File: src/rtl/spi_pkg.sv
// Shared constants and state encoding for the mode-0 SPI responder.
package spi_pkg;

    localparam int           SPI_BITS      = 8;
    localparam int           CNT_W         = $clog2(SPI_BITS);
    localparam logic [7:0]   FILL_BYTE_DEF = 8'hFF;
    localparam bit           CPOL          = 1'b0;
    localparam bit           CPHA          = 1'b0;

    typedef enum logic {
        ST_IDLE  = 1'b0,
        ST_SHIFT = 1'b1
    } spi_state_t;

endpackage

File: src/rtl/spi_sync_edge.sv
// Multi-flop synchronizer for an asynchronous pin, with registered rise/fall strobes.
// o_level_d is the sample that produced the current strobe, so data pins stay aligned with clock-pin edges.
module spi_sync_edge #(
    parameter int SYNC_STAGES = 2
) (
    input  logic clk,
    input  logic rst,
    input  logic i_async,
    output logic o_level_d,
    output logic o_rise,
    output logic o_fall
);

    logic [SYNC_STAGES-1:0] r_sync;
    logic                   r_prev;
    logic                   r_rise;
    logic                   r_fall;

    always_ff @(posedge clk) begin
        if (rst) begin
            r_sync <= '0;
            r_prev <= 1'b0;
            r_rise <= 1'b0;
            r_fall <= 1'b0;
        end else begin
            r_sync <= {r_sync[SYNC_STAGES-2:0], i_async};
            r_prev <= r_sync[SYNC_STAGES-1];
            r_rise <= r_sync[SYNC_STAGES-1] & ~r_prev;
            r_fall <= ~r_sync[SYNC_STAGES-1] & r_prev;
        end
    end

    assign o_level_d = r_prev;
    assign o_rise    = r_rise;
    assign o_fall    = r_fall;

endmodule

File: src/rtl/spi_slave.sv
// SPI mode-0 responder, MSB first, 8-bit frames, pins oversampled in the clk domain.
// Optional SPI_SLAVE_UNDERRUN_EN adds a sticky tx_underrun flag with underrun_clr.
//
// state    | meaning
// ST_IDLE  | deselected, miso tristated, sck edges ignored
// ST_SHIFT | selected, shifting bits on synchronized sck edges
module spi_slave
    import spi_pkg::*;
#(
    parameter int         SYNC_STAGES = 2,
    parameter logic [7:0] FILL_BYTE   = FILL_BYTE_DEF
) (
    input  logic       clk,
    input  logic       rst,
    input  logic       sck_in,
    input  logic       ss_n_in,
    input  logic       mosi_in,
    output logic       miso,
    output logic       miso_oe,
    output logic [7:0] rx_data,
    output logic       rx_valid,
    output logic       rx_first,
    input  logic [7:0] tx_data,
    input  logic       tx_load,
    output logic       tx_ready,
    output logic       active
`ifdef SPI_SLAVE_UNDERRUN_EN
    ,
    output logic       tx_underrun,
    input  logic       underrun_clr
`endif
);

    logic w_sck_rise, w_sck_fall, w_sck_level;
    logic w_ss_rise, w_ss_fall, w_ss_level;
    logic w_mosi, w_mosi_rise, w_mosi_fall;
    logic w_unused;

    spi_state_t          r_state, w_next;
    logic [7:0]          r_tx_shift, r_rx_shift, r_rx_data, r_hold, w_byte_src;
    logic [CNT_W-1:0]    r_cnt;
    logic                r_hold_full, r_pending, r_rx_valid, r_rx_first;
    logic                w_start, w_shift_in, w_shift_out;

    spi_sync_edge #(.SYNC_STAGES(SYNC_STAGES)) u_sync_sck (
        .clk(clk), .rst(rst), .i_async(sck_in),
        .o_level_d(w_sck_level), .o_rise(w_sck_rise), .o_fall(w_sck_fall));
    spi_sync_edge #(.SYNC_STAGES(SYNC_STAGES)) u_sync_ss (
        .clk(clk), .rst(rst), .i_async(ss_n_in),
        .o_level_d(w_ss_level), .o_rise(w_ss_rise), .o_fall(w_ss_fall));
    spi_sync_edge #(.SYNC_STAGES(SYNC_STAGES)) u_sync_mosi (
        .clk(clk), .rst(rst), .i_async(mosi_in),
        .o_level_d(w_mosi), .o_rise(w_mosi_rise), .o_fall(w_mosi_fall));

    assign w_unused = ^{w_sck_level, w_ss_level, w_mosi_rise, w_mosi_fall};

    always_ff @(posedge clk) begin
        if (rst) r_state <= ST_IDLE;
        else     r_state <= w_next;
    end

    // A deselect in the same cycle as an sck edge takes priority.
    always_comb begin
        w_next = r_state;
        case (r_state)
            ST_IDLE:  if (w_ss_fall) w_next = ST_SHIFT;
            ST_SHIFT: if (w_ss_rise) w_next = ST_IDLE;
            default:  w_next = ST_IDLE;
        endcase
    end

    always_comb begin
        miso_oe = (r_state == ST_SHIFT);
        active  = (r_state == ST_SHIFT);
        miso    = (r_state == ST_SHIFT) ? r_tx_shift[7] : 1'b0;
    end

    assign w_shift_in  = (r_state == ST_SHIFT) && !w_ss_rise && w_sck_rise;
    assign w_shift_out = (r_state == ST_SHIFT) && !w_ss_rise && w_sck_fall;
    assign w_start     = ((r_state == ST_IDLE) && w_ss_fall) ||
                         (w_shift_out && (r_cnt == '0));
    assign w_byte_src  = r_hold_full ? r_hold : FILL_BYTE;

    always_ff @(posedge clk) begin
        if (rst) begin
            r_tx_shift <= '0;
            r_rx_shift <= '0;
            r_rx_data  <= '0;
            r_cnt      <= '0;
            r_pending  <= 1'b0;
            r_rx_valid <= 1'b0;
            r_rx_first <= 1'b0;
        end else begin
            r_rx_valid <= 1'b0;
            r_rx_first <= 1'b0;
            if (w_start) begin
                r_tx_shift <= w_byte_src;
                r_cnt      <= CNT_W'(SPI_BITS - 1);
            end else if (w_shift_out) begin
                r_tx_shift <= {r_tx_shift[6:0], 1'b0};
                r_cnt      <= r_cnt - 1'b1;
            end
            if ((r_state == ST_IDLE) && w_ss_fall)
                r_pending <= 1'b1;
            if (w_shift_in) begin
                r_rx_shift <= {r_rx_shift[6:0], w_mosi};
                if (r_cnt == '0) begin
                    r_rx_data  <= {r_rx_shift[6:0], w_mosi};
                    r_rx_valid <= 1'b1;
                    r_rx_first <= r_pending;
                    r_pending  <= 1'b0;
                end
            end
        end
    end

    // A load coinciding with a consume lands after the old content has been taken.
    always_ff @(posedge clk) begin
        if (rst) begin
            r_hold      <= '0;
            r_hold_full <= 1'b0;
        end else if (w_start) begin
            r_hold_full <= tx_load;
            if (tx_load) r_hold <= tx_data;
        end else if (tx_load && !r_hold_full) begin
            r_hold      <= tx_data;
            r_hold_full <= 1'b1;
        end
    end

`ifdef SPI_SLAVE_UNDERRUN_EN
    logic r_underrun;
    always_ff @(posedge clk) begin
        if (rst)                         r_underrun <= 1'b0;
        else if (w_start && !r_hold_full) r_underrun <= 1'b1;
        else if (underrun_clr)           r_underrun <= 1'b0;
    end
    assign tx_underrun = r_underrun;
`endif

    assign rx_data  = r_rx_data;
    assign rx_valid = r_rx_valid;
    assign rx_first = r_rx_first;
    assign tx_ready = ~r_hold_full;

endmodule
File: config.mk
export PLATFORM = sky130hd
export DESIGN_NAME = spi_slave
export DESIGN_NICKNAME = d
export VERILOG_FILES = /design/src/rtl/spi_pkg.sv /design/src/rtl/spi_sync_edge.sv /design/src/rtl/spi_slave.sv
export SDC_FILE = /design/constraint.sdc
export NUM_CORES = 1
export LEC_CHECK = 0
export BUFFER_PORTS_ARGS = -buffer_cell sky130_fd_sc_hd__buf_4
export CAP_MARGIN = 25
export CORE_MARGIN = 8
export CORE_UTILIZATION = 50
export DETAILED_ROUTE_END_ITERATION = 16
export PLACE_DENSITY = 0.85
export REMOVE_ABC_BUFFERS = 1
export SKIP_LAST_GASP = 1
export SYNTH_ARGS = -nofsm -noshare
export SYNTH_HDL_FRONTEND = slang
export SYNTH_SLANG_ARGS = --single-unit
File: constraint.sdc
create_clock -name clk -period 1.51 [get_ports clk]
set_input_delay 0.0755 -clock clk [delete_from_list [all_inputs] [get_ports clk]]
set_output_delay 0.0755 -clock clk [all_outputs]
set_load 0.05 [all_outputs]
# Yosys cells after proc, flatten, opt, wreduce, memory -nomap -nowiden
# Index checks and enable logic that the tools add are counted.
# totals
reg_bits	52
in_bits	14
output_inout_bits	14
wordCells	68
# op_classes
add_sub_neg	1
eq_ne	1
mux	18
bitwise	12
reduce_logical	16
# ops
op	count
$mux W8	6
$mux W1	9
$not A1 Y1	8
$logic_and A1 B1 Y1	6
$mux W3	2
$and A1 B1 Y1	4
$reduce_and A2 Y1	2
$reduce_bool A2 Y1	2
$logic_not A3 Y1	1
$reduce_or A3 Y1	1
$sub A3 B1 Y3 const B	1
$logic_not A1 Y1	2
$ne A2 B2 Y1 const B	1
$pmux W1 S2	1
$reduce_or A2 Y1	1
$logic_or A1 B1 Y1	1

# Depth between registers and ports, before layout
# Gate-level depths: netlist of run 1.
# depth
word_depth	7
mapped_depth	7
depth_no_buf	6

# Modules after synthesis
# A second synthesis of run 1 with hierarchy kept.
# hier_totals
hier_cells	180
hier_area_um2	1948.1
# modules_own_cells
module	n_inst	cells_each	area_each_um2	seq_area_each_um2
spi_slave	1	150	1546.5	780.7
spi_sync_edge	3	10	133.9	100.1

# Worst setup path after synthesis of run 1
# Ideal clock, no wire load.
# synth_timing
kind	flip-flop to flip-flop
from	register r_state, in the netlist active
to	register r_hold[0]
setup_ps	72
t_arrival_ps	1645
required_time_ps	1438
path_slack_ps	-207
stages_incl_launch_ff	4
n_path_buf	0
synth_period_minus_slack_ps	1717
path_cell_list	dfxtp_1 -> nor2b_1 -> o31ai_4 -> mux2i_1
# synth_via
elab_chain_cells	6
elab_cells_between_ends	10
classes_between	eq/ne: 1; mux: 1; bitwise: 1; reduce/logical: 7
# synth_lines
element	line	source
start: declaration	spi_slave.sv:39	spi_state_t r_state, w_next;
start signal: assignment	spi_slave.sv:59	else r_state <= w_next;
$logic_and A1 B1 Y1 (2 in a row)	spi_slave.sv:79	assign w_shift_out = (r_state == ST_SHIFT) && !w_ss_rise && w_sck_fall;
$logic_and A1 B1 Y1	spi_slave.sv:81	(w_shift_out && (r_cnt == '0));
$logic_or A1 B1 Y1 *	spi_slave.sv:80	assign w_start = ((r_state == ST_IDLE) && w_ss_fall) ||
$ne A2 B2 Y1 (no source line) or $reduce_bool A2 Y1 (tied branches)	-	
$reduce_and A2 Y1 (no source line)	-	
end signal: assignment	spi_slave.sv:124	if (tx_load) r_hold <= tx_data;
end signal: assignment	spi_slave.sv:126	r_hold <= tx_data;
end: declaration	spi_slave.sv:40	logic [7:0] r_tx_shift, r_rx_shift, r_rx_data, r_hold, w_byte_src;
# Every way passes the cells marked *; elsewhere a longest branch is shown, timed or not.
# A chain may end at the register's enable or synchronous reset.

# Final worst setup path of run 1
# layout_timing
from	register r_cnt[0]
to	register r_tx_shift[7]
# layout_via
elab_chain_cells	4
elab_cells_between_ends	5
classes_between	mux: 1; reduce/logical: 4
# layout_lines
element	line	source
start: declaration	spi_slave.sv:41	logic [CNT_W-1:0] r_cnt;
start signal: assignment	spi_slave.sv:98	r_cnt <= CNT_W'(SPI_BITS - 1);
start signal: assignment	spi_slave.sv:101	r_cnt <= r_cnt - 1'b1;
$logic_not A3 Y1 *	spi_slave.sv:81	
$logic_and A1 B1 Y1 *	spi_slave.sv:81	
$logic_or A1 B1 Y1 *	spi_slave.sv:80	
$mux W8 or $reduce_bool A2 Y1 (tied branches)	-	
end signal: assignment	spi_slave.sv:97	r_tx_shift <= w_byte_src;
end signal: assignment	spi_slave.sv:100	r_tx_shift <= {r_tx_shift[6:0], 1'b0};
end: declaration	spi_slave.sv:40	
# Marked as above.

==> impl_metrics.json, run 1 <==
{
  "clkLatencyLatePin_ns": 0.30,
  "nNetsFinal": 241,
  "slew-limit-headroom_pct": 72.6,
  "critical_path_class": "flip-flop to flip-flop",
  "final_cell_mix": "52 x dfxtp_1, 39 x buf_4, 21 x mux2i_1",
  "tns_ns": 0,
  "post-route-util_pct": 63.0,
  "grt.met3_usage_pct": 4.29,
  "endpoint_kind": "flip-flop",
  "period_share_pct": 95.5,
  "p_leak_uw": 0.00111,
  "antenna_left": 0,
  "wl_mm": 3.43,
  "hpwl_mm": 2.40,
  "grt_pass1_vias": 1439,
  "setup_viol": 0,
  "synth.distinct_cells": 30,
  "ir_drop_mv": 0.769,
  "hold_path_class": "primary input to flip-flop",
  "htreeDepth": 2,
  "max-cap-violations": 0,
  "total_power_uw": 2420,
  "clock_path_buffers": 2,
  "path_clk_slew_ns": 0.09,
  "grt_pass1_wl_mm": 6.08,
  "status": "complete, no violations",
  "syn_to_final_growth_pct": 24.0,
  "drt_first_pass_iters": 4,
  "drive_gt1_share_pct": 24.3,
  "port_buffers": 27,
  "cp.required_ns": 1.69,
  "use_met2_pct": 20.0,
  "worstPathArrival_ns": 1.62,
  "path_max_fanout": 6,
  "final_common_cell": "dfxtp_1",
  "die_y_um": 78.8,
  "numCtsBuffers": 5,
  "rsz0062_at_grt": "true",
  "io_pins": 28,
  "ys_ff_latch": 52,
  "drtIter0Drc": 64,
  "fin_crit_ns": 1.44,
  "globalRouteOverflowTotal": 0,
  "rows": 23,
  "power_density_mw_per_mm2": 989,
  "synth.top_cell.area_share_pct": 52.8,
  "grt_max_degree": 47,
  "startpoint_type": "flip-flop",
  "busiest_layer": "met2",
  "post_layout_nonfiller_instances": 276,
  "synth_area_leaders": "dfxtp_1 53%, mux2i_1 11%, nand2b_1 6.7%",
  "globalplace.congestion": 0.795,
  "ys_seq_area_share_pct": 52.8,
  "wl_per_cell_um": 12.4,
  "initial_core_util_pct": 50.8,
  "avgViaCountPerCell": 4.93,
  "dp_cells": 260,
  "skew_ns": 0.00479,
  "yosys_warnings": 0,
  "maxSlewViolCount": 0,
  "antenna_cells": 0,
  "cts-root-buf": "clkbuf_8",
  "gr-usage-met1_pct": 13.4,
  "clock_sinks": 52,
  "synth.avg_cell_area_um2": 10.8,
  "grtUsageTotal_pct": 12.1,
  "hold_violations": 0,
  "fmax_ghz": 0.693,
  "antenna_found_initial": 0,
  "worst_slew_pin_slew_ns": 0.411,
  "coreArea_mm2": 0.00388,
  "via_count": 1362,
  "drc": 0,
  "die_w_um": 78.8,
  "netlist_area_mm2": 0.00197,
  "synth_top_area_cell": "dfxtp_1",
  "dieArea_mm2": 0.00621,
  "netlist_instances": 182,
  "cts_tree": "yes"
}
==> power by group <==
| group | internal (uW) | switching [uW] | leakage [uW] |
|---|---|---|---|
| logic | 124 | 105 | 0.000643 |
| registers | 1410 | 15.8 | 0.000422 |
| clock network | 330 | 440 | 0.0000414 |
==> final timing paths <==
check | startpoint | cells past startpoint | to | slack, ns
max | r_cnt[0] | 6 | r_tx_shift[7] | 0.07
min | tx_data[7] | 3 | r_hold[7] | 0.02
max reg2reg | r_cnt[0] | 6 | r_tx_shift[7] | 0.07
min reg2reg | u_sync_sck.o_level_d | 1 | u_sync_sck.o_rise | 0.41
==> logic make-up after synthesis <==
kind of cell,synth area share (%)
simple gates,20.2
fa+ha+maj,1.27
flops,52.8
compound gates,11.2
mux,11.2
buf+inv,3.30
==> what timing repair did <==
action / 4_1_cts / 5_1_grt
resized for setup: 2 / 4
hold buffers: 4 / 0
pin swaps: 0 / 1
cloned: 0 / 0
setup endpoints to repair: 18 / 19
setup buffers: 0 / 4
endpoints found under the hold margin: 4 / 0
==> worst max-delay path, stage by stage, from the launching register on <==
cell      delay [ns]
dfxtp_1         0.33
inv_1           0.06
ha_2            0.20
nand2b_4        0.12
mux2_2          0.34
a22oi_1         0.18
a21oi_1         0.10
==> flip-flops by register name, summed over array words and instances (netlist names), 2 cells and up <==
signal / flops
r_cnt: 3
u_sync_sck.r_sync: 2
r_hold: 8
r_rx_shift: 7
u_sync_ss.r_sync: 2
u_sync_mosi.r_sync: 2
r_tx_shift: 8
rx_data: 8
==> layout make-up <==
type	instances	area, um^2
clock buffer	6	72.6
tap	50	62.6
multi-input combinational	118	886
timing repair buffer	44	353
inverter	4	15.0
clock inverter	2	16.3
sequential	52	1040
fill	342	1440
==> synthesized netlist by cell type <==
cell and count:
nand3_1 1, nor3_2 1, o2bb2ai_1 6, o21ai_0 1, o31ai_4 1, dfxtp_1 52, nand2_1 3, nor2b_1 12
a311oi_1 3, and2_1 2, nand3b_1 2, nor3_1 2, nand2b_1 21, buf_4 1, a22oi_1 1, nor2_1 13
nor3b_1 2, buf_6 2, a21oi_1 3, a22o_1 9, nor2_2 2, or2b_1 7, o31ai_1 1, inv_1 4
o21a_1 1, clkbuf_1 4, mux2i_1 21, ha_1 2, mux2_2 1, buf_2 1
==> metrics by stage <==
step                      hold slack [ns]  setup WS (ns)  instance area [um^2]
after floorplan                     0.145         -0.776                  1920
after global placement              0.288         0.0353                  2270
after detailed placement            0.291        -0.0174                  2270
after CTS                          0.0152         0.0217                  2400
after global routing               0.0442        -0.0240                  2450
final                              0.0240         0.0678                  2450
==> metal layers <==
metal	vias up	wire length, um	part of all wire (%)
met4	0	55	1.6
met1	630	1600	47
met5	-	0	0
met2	24	1640	48
li1	704	-	-
met3	4	140	4.1
Power figures use the tool's default switching activity.
==> run 2: changes to the inputs <==
--- a/config.mk
+++ b/config.mk
@@ -11,4 +11,5 @@
 export CORE_UTILIZATION = 50
+export CTS_CLUSTER_SIZE = 16
 export DETAILED_ROUTE_END_ITERATION = 16
-export PLACE_DENSITY = 0.85
+export PLACE_DENSITY = 0.82
 export REMOVE_ABC_BUFFERS = 1
==> constraint.sdc (replaced) <==
create_clock -name clk -period 1.4 [get_ports clk]
set_input_delay 0.28 -clock clk [delete_from_list [all_inputs] [get_ports clk]]
set_output_delay 0.28 -clock clk [all_outputs]
set_load 0.05 [all_outputs]
==> impl_metrics.json, run 2 (same netlist as run 1, synthesis figures left out) <==
{
  "cts_tree": "yes",
  "clkLatencyLatePin_ns": 0.31,
  "max_stage_delay_ns": 0.37,
  "globalRouteOverflowTotal": 0,
  "hold_path_class": "primary input to flip-flop",
  "startpoint_type": "flip-flop",
  "cp_num_buf_inv": 1,
  "antenna_left": 0,
  "slew-limit-headroom_pct": 72.8,
  "grtUsageTotal_pct": 12.5,
  "die_w_um": 78.8,
  "hold_path.startpoint": "sck_in",
  "wl_per_cell_um": 13.5,
  "wl_mm": 3.83,
  "cp.required_ns": 1.60,
  "hold_slack_ns": 0.185,
  "initial_core_util_pct": 50.8,
  "io_pins": 28,
  "port_buffers": 27,
  "crit_family": "multiplexers",
  "cpMaxStageDelayCell": "mux2_2",
  "path_max_fanout": 6,
  "fmax_ghz": 0.718,
  "status": "complete, no violations",
  "via_count": 1418,
  "whs_endpoint": "u_sync_sck.r_sync[0]",
  "grt_pass1_vias": 1369,
  "antenna_found_initial": 0,
  "endpoint_kind": "flip-flop",
  "ir_drop_mv": 0.578,
  "period_share_pct": 99.5,
  "final_common_cell": "dfxtp_1",
  "power_density_mw_per_mm2": 1020,
  "hpwl_mm": 2.47,
  "rows": 23,
  "tns_ns": 0,
  "cts-root-buf": "clkbuf_8",
  "numCtsBuffers": 5,
  "drive_gt1_share_pct": 33.3,
  "grt_max_degree": 23,
  "rr_startpoint": "r_cnt[0]",
  "maxSlewViolCount": 0,
  "max-cap-violations": 0,
  "clock_path_buffers": 2,
  "worst_slew_pin_slew_ns": 0.407,
  "worstPathArrival_ns": 1.59,
  "die_y_um": 78.8,
  "hold_violations": 0,
  "avgViaCountPerCell": 4.99,
  "rrSetupSlack_ns": 0.007,
  "syn_to_final_growth_pct": 31.1,
  "drtIter0Drc": 59,
  "clock_sinks": 52,
  "r2r-end": "r_tx_shift[7]",
  "skew_ns": 0.0117,
  "crit_chain": "inv_2, ha_4, nand2b_4, mux2_2, a22oi_2, a21oi_1",
  "antenna_cells": 0,
  "fin_crit_ns": 1.39,
  "p_leak_uw": 0.00117,
  "rsz0062_at_grt": "true",
  "critical_path_class": "flip-flop to flip-flop",
  "r2r_cells": 6,
  "dieArea_mm2": 0.00621,
  "final_cell_mix": "48 x dfxtp_1, 44 x buf_4, 21 x mux2i_1",
  "path_clk_slew_ns": 0.10,
  "min_path_cells": 2,
  "htreeDepth": 2,
  "drc": 0,
  "nNetsFinal": 249,
  "post-route-util_pct": 66.6,
  "globalplace.congestion": 0.733,
  "grt_pass1_wl_mm": 6.19,
  "drt_first_pass_iters": 4,
  "coreArea_mm2": 0.00388,
  "setup_viol": 0,
  "total_power_uw": 2630
}
==> run 2: cell type report <==
class	instances	area, um^2
fill	321	1300
sequential	52	1050
multi-input combinational	118	931
timing repair buffer	52	442
clock buffer	6	72.6
tap	50	62.6
clock inverter	2	16.3
inverter	4	15.0
==> run 2: worst max-delay path by stage <==
| stage | start | endpoint | cells after the start |
|---|---|---|---|
| 2_1_floorplan | active | rx_data[0] | 3 |
| 3_3_place_gp | r_cnt[0] | rx_data[1] | 6 |
| 3_5_place_dp | r_cnt[1] | rx_data[6] | 6 |
| 4_1_cts | r_cnt[0] | rx_data[1] | 8 |
| 5_1_grt | r_cnt[0] | r_tx_shift[1] | 8 |
| 6_report | r_cnt[0] | r_tx_shift[7] | 6 |
==> run 2: worst register-to-register path, stage by stage, from the launching register on <==
cell	delay (ns)
dfxtp_2	0.34
inv_2	0.05
ha_4	0.16
nand2b_4	0.11
mux2_2	0.37
a22oi_2	0.16
a21oi_1	0.09
==> run 2: timing repair <==
item	4_1_cts	5_1_grt
setup endpoints to repair	27	28
resized for setup	15	13
buffers inserted	2	6
pin swaps	0	11
hold buffers	0	0
==> run 2: through the flow <==
| step | worst slack [ns] | cells | cell area, um^2 |
|---|---|---|---|
| 6_report | 0.00677 | 284 | 2590 |
| 5_1_grt | -0.0537 | 284 | 2590 |
| 4_1_cts | 0.000640 | 278 | 2500 |
| 3_5_place_dp | -0.235 | 268 | 2340 |
| 3_3_place_gp | -0.167 | 268 | 2340 |
| 2_1_floorplan | -0.886 | 174 | 1920 |
==> run 2: layer usage <==
layer / share of wire, % / wire [um] / GRT usage (%)
met5: 0 / 0 / 0
met4: 1.8 / 69 / 6.11
met3: 4.9 / 188 / 4.40
met1: 44 / 1700 / 15.1
met2: 49 / 1870 / 19.2
==> run 2: report_power, final <==
group,leakage (uW),internal (uW),switching [uW]
Clock,0.0000414,356,472
Combinational,0.000704,149,125
Sequential,0.000425,1510,17.8
Total,0.00117,2020,615
==> run 3: changes to the inputs <==
ABC_AREA = 1   (was unset)
CORE_UTILIZATION = 40   (was 50)
PLACE_DENSITY = 0.7   (was 0.82)
==> impl_metrics.json, run 3 <==
{
  "synth-edff-count": 0,
  "synth.top_cell.area_share_pct": 52.0,
  "globalRouteOverflowTotal": 0,
  "critical_path_class": "flip-flop to output port",
  "die_y_um": 86.7,
  "grt_max_degree": 19,
  "period_share_pct": 95.4,
  "drtIter0Drc": 77,
  "wl_mm": 3.52,
  "dieArea_mm2": 0.00752,
  "hpwl_mm": 2.50,
  "wl_per_cell_um": 10.0,
  "tns_ns": 0,
  "drive_gt1_share_pct": 21.1,
  "power_switching_uw": 628,
  "antenna_left": 0,
  "rsz0062_at_grt": "true",
  "synth.avg_cell_area_um2": 7.91,
  "initial_core_util_pct": 41.8,
  "startpoint_type": "flip-flop",
  "clkLatencyLatePin_ns": 0.31,
  "rows": 25,
  "max-cap-violations": 0,
  "port_buffers": 27,
  "p_leak_uw": 0.00108,
  "internal_power_uw": 1960,
  "skew_ns": 0.00735,
  "grt_pass1_wl_mm": 6.20,
  "path_clk_slew_ns": 0.09,
  "combPwrFrac_pct": 8.4,
  "fillers": 463,
  "drt_first_pass_iters": 4,
  "cp.required_ns": 1.12,
  "final_common_cell": "dfxtp_1",
  "post_layout_nonfiller_instances": 351,
  "maxSlewViolCount": 0,
  "drc": 0,
  "worst_slew_pin_slew_ns": 0.303,
  "setup_viol": 0,
  "status": "complete, no violations",
  "fin_crit_ns": 1.34,
  "seqPwrFrac_pct": 59.5,
  "post_cts_buffers": 0,
  "synthFlopType": "dfxtp_1",
  "ir_drop_mv": 0.613,
  "numCtsBuffers": 5,
  "netlist_area_mm2": 0.00200,
  "antenna_cells": 0,
  "netlist_instances": 253,
  "antenna_found_initial": 0,
  "synth_area_leaders": "dfxtp_1 52%, nand3_1 8.3%, inv_1 7.7%",
  "synth_most_common_cell": "dfxtp_1",
  "dp_cells": 342,
  "globalplace.congestion": 0.742,
  "hold_violations": 0,
  "ys_seq_area_share_pct": 52.0,
  "endpoint_kind": "output port",
  "coreArea_mm2": 0.00479,
  "async_reset_ff_share_pct": 0,
  "cts-root-buf": "clkbuf_8",
  "grtUsageTotal_pct": 10.2,
  "htreeDepth": 2,
  "hold_slack_ns": 0.172,
  "power_density_mw_per_mm2": 1080,
  "clock_sinks": 52,
  "slew-limit-headroom_pct": 79.7,
  "syn_to_final_growth_pct": 19.5,
  "clock_path_buffers": 2,
  "fmax_ghz": 0.748,
  "synth.distinct_cells": 24,
  "synth_common_cells": "52 x dfxtp_1, 41 x inv_1, 33 x nand3_1, 30 x nor2_1, 25 x nand2_1",
  "via_count": 1555,
  "hold_path_class": "primary input to flip-flop",
  "cts_tree": "yes",
  "path_max_fanout": 5,
  "grt_pass1_vias": 1441,
  "p_clk_share_pct": 32.1,
  "swShare_pct": 24.2,
  "avgViaCountPerCell": 4.43,
  "die_w_um": 86.7,
  "io_pins": 28,
  "final_cell_mix": "50 x dfxtp_1, 40 x inv_1, 33 x nand3_1",
  "worstPathArrival_ns": 1.06,
  "total_power_uw": 2590,
  "ys_ff_latch": 52,
  "cts_hold_buf": 0,
  "nNetsFinal": 299,
  "synth_top_area_cell": "dfxtp_1",
  "yosys_warnings": 0
}
run 3: cell types whose count changed in the layout (fill, tap and decap cells not counted), moves of 9 or more:
cell / change
a22o_1: -9
buf_4: -13
nor2_1: +18
mux2i_1: -21
nand2_1: +21
nor2b_1: -11
inv_1: +38
nand2b_1: -20
nand3_1: +32
o21ai_0: +22
run 3: what timing repair did:
item | 4_1_cts | 5_1_grt
setup endpoints to repair | 1 | 25
gates cloned | 0 | 1
gates resized for setup | 2 | 10
pin swaps | 0 | 3
run 3: layout make-up:
| cell class | count | area (um^2) | share of cell area, % |
|---|---|---|---|
| multi-input cells | 147 | 752 | 31.4 |
| clock inverters | 2 | 16.3 | 0.680 |
| inverters | 44 | 166 | 6.96 |
| well taps | 67 | 83.8 | 3.50 |
| clock buffers | 6 | 72.6 | 3.03 |
| flip-flops and latches | 52 | 1050 | 43.7 |
| repair buffers | 33 | 255 | 10.7 |
run 3: cell families after synthesis:
group           share of synthesized area [%]
flops                                    52.0
buf+inv                                  11.9
compound gates                           9.94
simple gates                             24.9
fa+ha+maj                                1.25
run 3: final timing paths:
| kind | end | cells after the start | slack (ns) | start |
|---|---|---|---|---|
| max reg2reg | r_hold[5] | 9 | 0.11 | r_cnt[0] |
| min reg2reg | u_sync_mosi.r_sync[1] | 2 | 0.41 | u_sync_mosi.r_sync[0] |
| min | u_sync_ss.r_sync[0] | 3 | 0.17 | ss_n_in |
| max | miso | 4 | 0.06 | active |
run 3: power by group through the flow:
stage	logic (uW)	registers, uW	clock network (uW)
after detailed placement	211	1580	0
final	219	1540	832
after global routing	248	1550	930
after floorplan	128	1580	0
after CTS	212	1540	858
after global placement	208	1580	0
run 3: stage by stage:
step | util [%] | worst slack, ns | area, um^2
floorplan | - | -0.637 | 1930
global placement | 47.3 | 0.0701 | 2260
detailed placement | 47.3 | 0.0313 | 2260
CTS | 49.2 | 0.00414 | 2360
global route | 50.0 | -0.0294 | 2390
finish | 50.0 | 0.0640 | 2390
run 3: worst max-delay path, stage by stage, from the launching register on:
cell and delay, ns:
dfxtp_4 0.39, buf_6 0.11, nand2_1 0.05, inv_1 0.06
buf_6 0.15
run 3: layer usage:
metal / share of wire (%) / vias up / global-route usage [%] / wire (um)
li1: - / 851 / - / -
met1: 48 / 679 / 11.8 / 1700
met2: 46 / 19 / 16.3 / 1620
met3: 3.5 / 6 / 3.21 / 122
met4: 2.2 / 0 / 5.63 / 78
met5: 0 / - / 0 / 0
